**src/rtl/fpu_pkg.sv**
```systemverilog
// Purpose: shared constants and FSM state type for the FPU mantissa normalizer.
// Latency: n/a (types and constants only).
// Backpressure: n/a.
package fpu_pkg;

    // Default datapath widths; normalized mantissa has bit MANT_W-1 set.
    localparam int MANT_W_DFLT = 15;
    localparam int EXP_W_DFLT  = 8;

    // All-ones biased exponent marks overflow / infinity.
    localparam logic [EXP_W_DFLT-1:0] EXP_MAX = '1;

    typedef enum logic [1:0] {
        IDLE = 2'd0,
        NORM = 2'd1,
        DONE = 2'd2
    } norm_state_t;

endpackage

```
**src/rtl/fpu_mant_normalize_if.sv**
```systemverilog
// Purpose: upstream (adder) and downstream (rounder) handshake bundle of the normalizer.
// Latency: n/a (wires only).
// Backpressure: valid/ready on both sides; slave = normalizer view, master = driver view.
//
// Signals:
//   in_valid/in_ready   upstream handshake
//   in_sum/in_carry/in_exp/in_sign/in_sticky   adder result
//   out_valid/out_ready downstream handshake
//   out_mant/out_exp/out_sign/out_sticky/out_zero/out_underflow/out_overflow   result
interface fpu_mant_normalize_if
    import fpu_pkg::*;
#(
    parameter int MANT_W = MANT_W_DFLT,
    parameter int EXP_W  = EXP_W_DFLT
);
    logic              in_valid;
    logic              in_ready;
    logic [MANT_W-1:0] in_sum;
    logic              in_carry;
    logic [EXP_W-1:0]  in_exp;
    logic              in_sign;
    logic              in_sticky;

    logic              out_valid;
    logic              out_ready;
    logic [MANT_W-1:0] out_mant;
    logic [EXP_W-1:0]  out_exp;
    logic              out_sign;
    logic              out_sticky;
    logic              out_zero;
    logic              out_underflow;
    logic              out_overflow;

    modport slave (
        input  in_valid, in_sum, in_carry, in_exp, in_sign, in_sticky, out_ready,
        output in_ready, out_valid, out_mant, out_exp, out_sign, out_sticky,
               out_zero, out_underflow, out_overflow
    );

    modport master (
        output in_valid, in_sum, in_carry, in_exp, in_sign, in_sticky, out_ready,
        input  in_ready, out_valid, out_mant, out_exp, out_sign, out_sticky,
               out_zero, out_underflow, out_overflow
    );

endinterface

```
**src/rtl/fpu_mant_normalize.sv**
```systemverilog
// Purpose: iterative post-add normalizer (1-bit right shift on carry, 1-bit/cycle left shifts).
// Latency: result valid 2 cycles after the accept cycle, plus one cycle per left shift.
// Backpressure: single operand in flight; in_ready only in IDLE, result held until out_ready.
//
// Ports:
//   clk, rst  clock and synchronous active-high reset
//   bus       fpu_mant_normalize_if.slave (upstream + downstream handshakes and data)
//   busy      high whenever the FSM is not IDLE
module fpu_mant_normalize
    import fpu_pkg::*;
#(
    parameter int MANT_W = MANT_W_DFLT,
    parameter int EXP_W  = EXP_W_DFLT
)(
    input  logic                 clk,
    input  logic                 rst,
    fpu_mant_normalize_if.slave  bus,
    output logic                 busy
);

    localparam logic [EXP_W-1:0] EXP_ONES = '1;

    norm_state_t       state_q, state_d;
    logic [MANT_W-1:0] mant_q, mant_d;
    logic [EXP_W-1:0]  exp_q, exp_d;
    logic              carry_q, carry_d;
    logic              sign_q, sign_d;
    logic              sticky_q, sticky_d;
    logic              zero_q, zero_d;
    logic              unf_q, unf_d;
    logic              ovf_q, ovf_d;

    always_ff @(posedge clk) begin
        if (rst) begin
            state_q  <= IDLE;
            mant_q   <= '0;
            exp_q    <= '0;
            carry_q  <= 1'b0;
            sign_q   <= 1'b0;
            sticky_q <= 1'b0;
            zero_q   <= 1'b0;
            unf_q    <= 1'b0;
            ovf_q    <= 1'b0;
        end else begin
            state_q  <= state_d;
            mant_q   <= mant_d;
            exp_q    <= exp_d;
            carry_q  <= carry_d;
            sign_q   <= sign_d;
            sticky_q <= sticky_d;
            zero_q   <= zero_d;
            unf_q    <= unf_d;
            ovf_q    <= ovf_d;
        end
    end

    always_comb begin
        state_d  = state_q;
        mant_d   = mant_q;
        exp_d    = exp_q;
        carry_d  = carry_q;
        sign_d   = sign_q;
        sticky_d = sticky_q;
        zero_d   = zero_q;
        unf_d    = unf_q;
        ovf_d    = ovf_q;

        case (state_q)
            IDLE: begin
                if (bus.in_valid && bus.in_ready) begin
                    mant_d   = bus.in_sum;
                    exp_d    = bus.in_exp;
                    carry_d  = bus.in_carry;
                    sign_d   = bus.in_sign;
                    sticky_d = bus.in_sticky;
                    zero_d   = 1'b0;
                    unf_d    = 1'b0;
                    ovf_d    = 1'b0;
                    state_d  = NORM;
                end
            end

            NORM: begin
                if (carry_q) begin
                    // Mantissa overflowed: shift right once, the dropped bit
                    // folds into sticky. The >= compare also covers an input
                    // exponent already at all-ones so the increment cannot wrap.
                    carry_d  = 1'b0;
                    sticky_d = sticky_q | mant_q[0];
                    state_d  = DONE;
                    if (exp_q >= EXP_ONES - 1'b1) begin
                        ovf_d  = 1'b1;
                        exp_d  = EXP_ONES;
                        mant_d = '0;
                    end else begin
                        exp_d  = exp_q + 1'b1;
                        mant_d = {1'b1, mant_q[MANT_W-1:1]};
                    end
                end else if (mant_q == '0) begin
                    zero_d  = 1'b1;
                    exp_d   = '0;
                    state_d = DONE;
                end else if (mant_q[MANT_W-1]) begin
                    state_d = DONE;
                end else if (exp_q == '0) begin
                    // Denormal: exponent exhausted before the leading one arrived.
                    unf_d   = 1'b1;
                    state_d = DONE;
                end else begin
                    mant_d = {mant_q[MANT_W-2:0], 1'b0};
                    exp_d  = exp_q - 1'b1;
                end
            end

            DONE: begin
                if (bus.out_ready) begin
                    state_d = IDLE;
                end
            end

            default: begin
                state_d = IDLE;
            end
        endcase
    end

    assign bus.in_ready      = (state_q == IDLE) && !rst;
    assign bus.out_valid     = (state_q == DONE);
    assign bus.out_mant      = mant_q;
    assign bus.out_exp       = exp_q;
    assign bus.out_sign      = sign_q;
    assign bus.out_sticky    = sticky_q;
    assign bus.out_zero      = zero_q;
    assign bus.out_underflow = unf_q;
    assign bus.out_overflow  = ovf_q;
    assign busy              = (state_q != IDLE);

endmodule

```
**src/flat_wrapper.sv**
```systemverilog
// flat-port wrapper written by rule: the top's interface ports become plain ports
module fpu_mant_normalize_flat import fpu_pkg::*;
#(
    parameter int MANT_W = MANT_W_DFLT,
    parameter int EXP_W  = EXP_W_DFLT
)
  (clk, rst, busy, bus_in_valid, bus_in_sum, bus_in_carry, bus_in_exp, bus_in_sign, bus_in_sticky, bus_out_ready, bus_in_ready, bus_out_valid, bus_out_mant, bus_out_exp, bus_out_sign, bus_out_sticky, bus_out_zero, bus_out_underflow, bus_out_overflow);
  fpu_mant_normalize_if #(.MANT_W(MANT_W), .EXP_W(EXP_W)) bus_i ();
  input  logic clk;
  input  logic rst;
  output logic busy;
  input wire logic [$bits(bus_i.in_valid)-1:0] bus_in_valid;
  input wire logic [$bits(bus_i.in_sum)-1:0] bus_in_sum;
  input wire logic [$bits(bus_i.in_carry)-1:0] bus_in_carry;
  input wire logic [$bits(bus_i.in_exp)-1:0] bus_in_exp;
  input wire logic [$bits(bus_i.in_sign)-1:0] bus_in_sign;
  input wire logic [$bits(bus_i.in_sticky)-1:0] bus_in_sticky;
  input wire logic [$bits(bus_i.out_ready)-1:0] bus_out_ready;
  output wire logic [$bits(bus_i.in_ready)-1:0] bus_in_ready;
  output wire logic [$bits(bus_i.out_valid)-1:0] bus_out_valid;
  output wire logic [$bits(bus_i.out_mant)-1:0] bus_out_mant;
  output wire logic [$bits(bus_i.out_exp)-1:0] bus_out_exp;
  output wire logic [$bits(bus_i.out_sign)-1:0] bus_out_sign;
  output wire logic [$bits(bus_i.out_sticky)-1:0] bus_out_sticky;
  output wire logic [$bits(bus_i.out_zero)-1:0] bus_out_zero;
  output wire logic [$bits(bus_i.out_underflow)-1:0] bus_out_underflow;
  output wire logic [$bits(bus_i.out_overflow)-1:0] bus_out_overflow;
  assign bus_i.in_valid = bus_in_valid;
  assign bus_i.in_sum = bus_in_sum;
  assign bus_i.in_carry = bus_in_carry;
  assign bus_i.in_exp = bus_in_exp;
  assign bus_i.in_sign = bus_in_sign;
  assign bus_i.in_sticky = bus_in_sticky;
  assign bus_i.out_ready = bus_out_ready;
  assign bus_in_ready = bus_i.in_ready;
  assign bus_out_valid = bus_i.out_valid;
  assign bus_out_mant = bus_i.out_mant;
  assign bus_out_exp = bus_i.out_exp;
  assign bus_out_sign = bus_i.out_sign;
  assign bus_out_sticky = bus_i.out_sticky;
  assign bus_out_zero = bus_i.out_zero;
  assign bus_out_underflow = bus_i.out_underflow;
  assign bus_out_overflow = bus_i.out_overflow;
  fpu_mant_normalize #(.MANT_W(MANT_W), .EXP_W(EXP_W)) u_core (.clk(clk), .rst(rst), .bus(bus_i), .busy(busy));
endmodule
```
**config.mk**
```make
export PLATFORM = sky130hd
export DESIGN_NAME = fpu_mant_normalize_flat
export DESIGN_NICKNAME = d
export VERILOG_FILES = /design/src/rtl/fpu_pkg.sv /design/src/rtl/fpu_mant_normalize_if.sv /design/src/rtl/fpu_mant_normalize.sv /design/src/flat_wrapper.sv
export SDC_FILE = /design/constraint.sdc
export NUM_CORES = 1
export LEC_CHECK = 0
export ABC_AREA = 1
export ABC_CLOCK_PERIOD_IN_PS = 2600
export BUFFER_PORTS_ARGS = -buffer_cell sky130_fd_sc_hd__buf_4
export CORE_AREA = 2 2 74 76
export CTS_BUF_LIST = sky130_fd_sc_hd__clkbuf_4 sky130_fd_sc_hd__clkbuf_8
export DETAILED_ROUTE_END_ITERATION = 10
export DIE_AREA = 0 0 76 78
export HOLD_SLACK_MARGIN = 0.03
export PLACE_DENSITY = 0.68
export SETUP_SLACK_MARGIN = 0.1
export SYNTH_ARGS = -nofsm -noshare
export SYNTH_HDL_FRONTEND = slang
export SYNTH_SLANG_ARGS = --single-unit
```
**constraint.sdc**
```tcl
create_clock -name clk -period 2.6 [get_ports clk]
set_clock_uncertainty 0.15 [all_clocks]
set_input_delay 0.78 -clock clk [delete_from_list [all_inputs] [get_ports clk]]
set_output_delay 0.78 -clock clk [all_outputs]
set_load 0.05 [all_outputs]
```
== Word-level counts from Yosys, hierarchy flattened ==
Index checks and enable logic that the tools add are counted.
W data, S select, Z words.

* Bits in registers: 31
* Logic and storage cells: 87
* Input port bits: 30
* Output and inout bits: 31

* Reductions and logical operators: 18
* Equality and inequality tests: 17
* Add/sub/neg operators: 2
* Bitwise logic cells: 1
* $lt $le $gt $ge: 1
* Multiplexer cells: 38

{| class="wikitable"
|+ Operators by type and width
! operator !! count
|-
| $mux W15 || 6
|-
| $mux W8 || 6
|-
| $pmux W15 S2 || 1
|-
| $pmux W8 S2 || 1
|-
| $logic_not A15 Y1 || 1
|-
| $mux W1 || 12
|-
| $mux W2 || 6
|-
| $reduce_and A4 Y1 || 3
|-
| $ne A2 B1 Y1 const B || 5
|-
| $pmux W1 S2 || 5
|-
| $reduce_and A3 Y1 || 3
|-
| $add A8 B1 Y8 const B || 1
|-
| $ge A8 B8 Y1 const B || 1
|-
| $logic_not A8 Y1 || 1
|-
| $ne A2 B2 Y1 const B || 4
|-
| $sub A8 B1 Y8 const B || 1
|-
| $ne A3 B2 Y1 const B || 2
|-
| $pmux W2 S3 || 1
|-
| $reduce_and A6 Y1 || 1
|-
| $ne A5 B1 Y1 const B || 1
|-
| $reduce_and A5 Y1 || 1
|-
| $ne A4 B2 Y1 const B || 1
|-
| $ne A4 B4 Y1 const B || 1
|-
| $reduce_and A2 Y1 || 2
|-
| other kinds (8) || 10
|}

== Depth between registers and ports, before layout ==
* Depth after elaboration: 6
* Depth in mapped cells: 12
* Mapped depth without buffers: 12

== Worst setup path after synthesis ==
Ideal clock, no wire load.

* Path kind: input to register
* Start: in rst
* End: reg u_core.mant_q[10] (netlist: u_core.bus.out_mant[10])
* Buffers on the path: 1
* Required time: 2.385 ns
* Library setup time: 0.065 ns
* Arrival time: 2.076 ns
* Stages on the path: 8
* Slack: 0.309 ns
* Cells stage by stage: nor2_2 -> nand2_4 -> nand2_8 -> nand2_4 -> a21oi_2 -> buf_6 -> o21ai_1 -> nor2_1

* Cells in the longest elaborated chain, start to end: 5

{| class="wikitable"
|+ Ends and longest elaborated chain
! what !! RTL line !! RTL
|-
| from (decl) || flat_wrapper.sv:10 || <nowiki>input logic rst;</nowiki>
|-
| $logic_not A1 Y1 || fpu_mant_normalize.sv:127 || <nowiki>assign bus.in_ready = (state_q == IDLE) && !rst;</nowiki>
|-
| $logic_and A1 B1 Y1 || fpu_mant_normalize.sv:127 ||
|-
| $logic_and A1 B1 Y1 || fpu_mant_normalize.sv:70 || <nowiki>if (bus.in_valid && bus.in_ready) begin</nowiki>
|-
| $ne A2 B1 Y1 (no line) || -- ||
|-
| $reduce_and A5 Y1 (no line) || -- ||
|-
| to (signal assigned) || fpu_mant_normalize.sv:46 || <nowiki>mant_q <= mant_d;</nowiki>
|-
| to (decl) || fpu_mant_normalize.sv:24 || <nowiki>logic [MANT_W-1:0] mant_q, mant_d;</nowiki>
|}

Parallel ways exist; a longest one is shown, timed or not.
A chain may end at the register's enable or synchronous reset.

== Final worst setup path ==
* Start: in rst
* End: out bus_in_ready

* Cells in the longest elaborated chain, start to end: 2

{| class="wikitable"
|+ Ends and longest elaborated chain
! what !! RTL line !! RTL
|-
| $logic_not A1 Y1 || fpu_mant_normalize.sv:127 ||
|-
| $logic_and A1 B1 Y1 || fpu_mant_normalize.sv:127 ||
|-
| to (decl) || flat_wrapper.sv:19 || <nowiki>output wire logic [$bits(bus_i.in_ready)-1:0] bus_in_ready;</nowiki>
|}

No other way between the ends.

==> metrics <==
mux cell area share after synthesis 0%; multi-input logic area around 1400 µm²; Worst Setup End Kind output pin; number of global-route vias before repair 2,146; final hold vios 0; Synth Area in XOR/XNOR 0.393%; register area 621 µm²; area delta synth->final 25.5%; Starting Density 44.2%; Total Wirelength 6500 µm; max reg flops 15; Final Cell Area 2800 µm²; CP max-delay cell buf_4; setup TNS 0 ps; post-detail-place hpwl 4660 µm; Post-CTS Hold Fix Bufs 0; Core Rows 26; Max IR drop VDD 0.336 mV; largest net degree at the start of global routing 23; largest family of logic cells by synthesized area simple AND/OR/NAND/NOR gates; Congestion Overflow GR 0; Post-Syn Nets 394; Critical Path Fanout Max 14; synthesized area between 2000 and 2500 µm²; Critical Path AT 1370 ps; final core occ 55.5%; post-CTS setup buffers 0; die area 5930 µm²; drc violations 0; flops & latches, synth 31; Total Routing Usage GR 21.9%; total CTS buffers 5; area leader, netlist dfxtp_1; slowest stage delay, CP 230 ps; RSZ-0062 raised after global routing false; dpl cell area roughly 2700 µm²; Core Box Area 5040 µm²; layout cell share with drive strength beyond 1 25.1%; period utilization 88.3%; worst-skew pair later-pin latency between 200 and 300 ps; height of the die 78 µm; Crit path top cell by count buf_4; Worst Hold Class reg2reg; CTS tree yes; Crit Path Category in2out; Max Fclk 436 MHz; top cell type's share of synthesized area roughly 28%; H-tree Lvls 2; Slew headroom between 60% and 70%; distinct cell type count after synthesis 31; GPL Wtd Cong ~0.92; outcome finished, final reports clean; syn avg cell area 6.19 µm²; global-route wire length before repair 10,500 µm; Synth Area in Simple Gates 50.3%; Pleak 1.34 nW; sequential share of the synthesized area 27.8%; initial antenna violation count 0; Slew @ Worst Pin 547 ps; cell count after synthesis 360; Clock Pin Slew Worst Setup and Hold Paths 70 ps; FILL cells 524; antenna diode count 0; Avg Vias per Cell 5.28; wire per inst 13.3 µm; I/O pins 61; DRT Pass-1 Iters 5; final setup vio count 0; post-CTS sizing 0; vias after detailed routing 2,580; # port buffers 60; CTS Sinks 31; Slew Limit Fails 0; Data required, critical path 1670 ps; Pwr per Cell Area 635 nW/µm²; Synth Area in Compound Gates 9.88%; CTS max path bufs 2; startpoint types input pin; die span in x 76 µm; ANT nets after route 0; top cells by area, synth dfxtp_1, nand2_1, nor2_1; starting DRC count in detailed routing 180; adder-cell share of the synthesized area 2.25%; min cycle time layout 2300 ps; Critical Path, Cell by Cell buf_4 -> nor2_2 -> buf_4; Ys Warns 0; max cap viols 0; Clock Tree Root clkbuf_8; Post-layout nets 452
==> cell usage after synthesis, drive strengths merged <==
| master | n |
|---|---|
| o31ai | 1 |
| nand3b | 1 |
| nand3 | 51 |
| o21ai | 21 |
| or2 | 4 |
| nor2 | 76 |
| xor2 | 1 |
| ha | 4 |
| o21a | 1 |
| a21oi | 18 |
| o22ai | 1 |
| buf | 12 |
| nand4 | 6 |
| nor3 | 5 |
| inv | 28 |
| clkbuf | 3 |
| nand2 | 96 |
| dfxtp | 31 |
==> area by class of cell <==
class                      instances  area share [%]
clock buffer                       5            2.46
sequential                        31            22.2
clock inverter                     3           0.537
inverter                          28            3.94
timing repair buffer              66            17.7
tap                               70            3.13
multi-input combinational        286            50.0
==> metal layers <==
layer,global-route usage [%],share of wire (%),wire (µm)
met1,30.3,44,2880
met3,3.60,7.7,499
met2,35.5,46,2980
met4,6.18,2.1,135
met5,0,0,0
==> where the power goes <==
part           internal [W]  switching, W
registers          0.000531     0.0000824
logic              0.000262      0.000537
clock network      0.000183      0.000182
==> stage by stage <==
stage	total power (W)	setup WS, ps	instances	hold WS [ps]
3_5_place_dp	0.00142	303	481	299
3_3_place_gp	0.00141	329	481	298
2_1_floorplan	0.00120	309	360	474
6_report	0.00178	305	489	305
5_1_grt	0.00189	264	489	327
4_1_cts	0.00178	303	489	310
==> critical path, delay by kind of cell <==
kind / cells / cell delay (ps)
buffers and inverters: 2 / 390
AND/OR/NAND/NOR: 1 / 190
==> layout by cell type, fill, tap and decap left out, types with 2 or more instances in the layout <==
cell,Yosys,final
nand2_1,87,87
nor2_1,70,70
buf_4,3,66
nand3_1,49,49
dfxtp_1,31,31
inv_1,19,19
a21oi_1,17,17
o21ai_0,12,12
o21ai_1,9,9
inv_2,8,8
nand4_1,6,6
nor3_1,5,5
nand2_4,5,5
clkbuf_8,0,5
or2_2,4,4
ha_1,4,4
nand2_2,3,3
nor2_2,3,3
clkinv_2,0,3
nor2_4,2,2
nand3_4,2,2
==> final timing paths <==
path | to | start | slack, ps | depth (start not counted)
setup reg to reg | u_core.bus.out_exp[7] | u_core.bus.out_exp[0] | 490 | 11
setup / recovery | bus_in_ready | rst | 300 | 3
hold reg to reg | u_core.bus.out_sticky | u_core.bus.out_sticky | 300 | 2
hold / removal | u_core.bus.out_sticky | u_core.bus.out_sticky | 300 | 2
==> cells by family after synthesis <==
group,Yosys count
DFF,31
xor gates and xnor gates,1
AOI/OAI and AO/OA,42
and+or+nand+nor,239
buffers and inverters,43
adders and majority gates,4
Power figures use the tool's default switching activity.
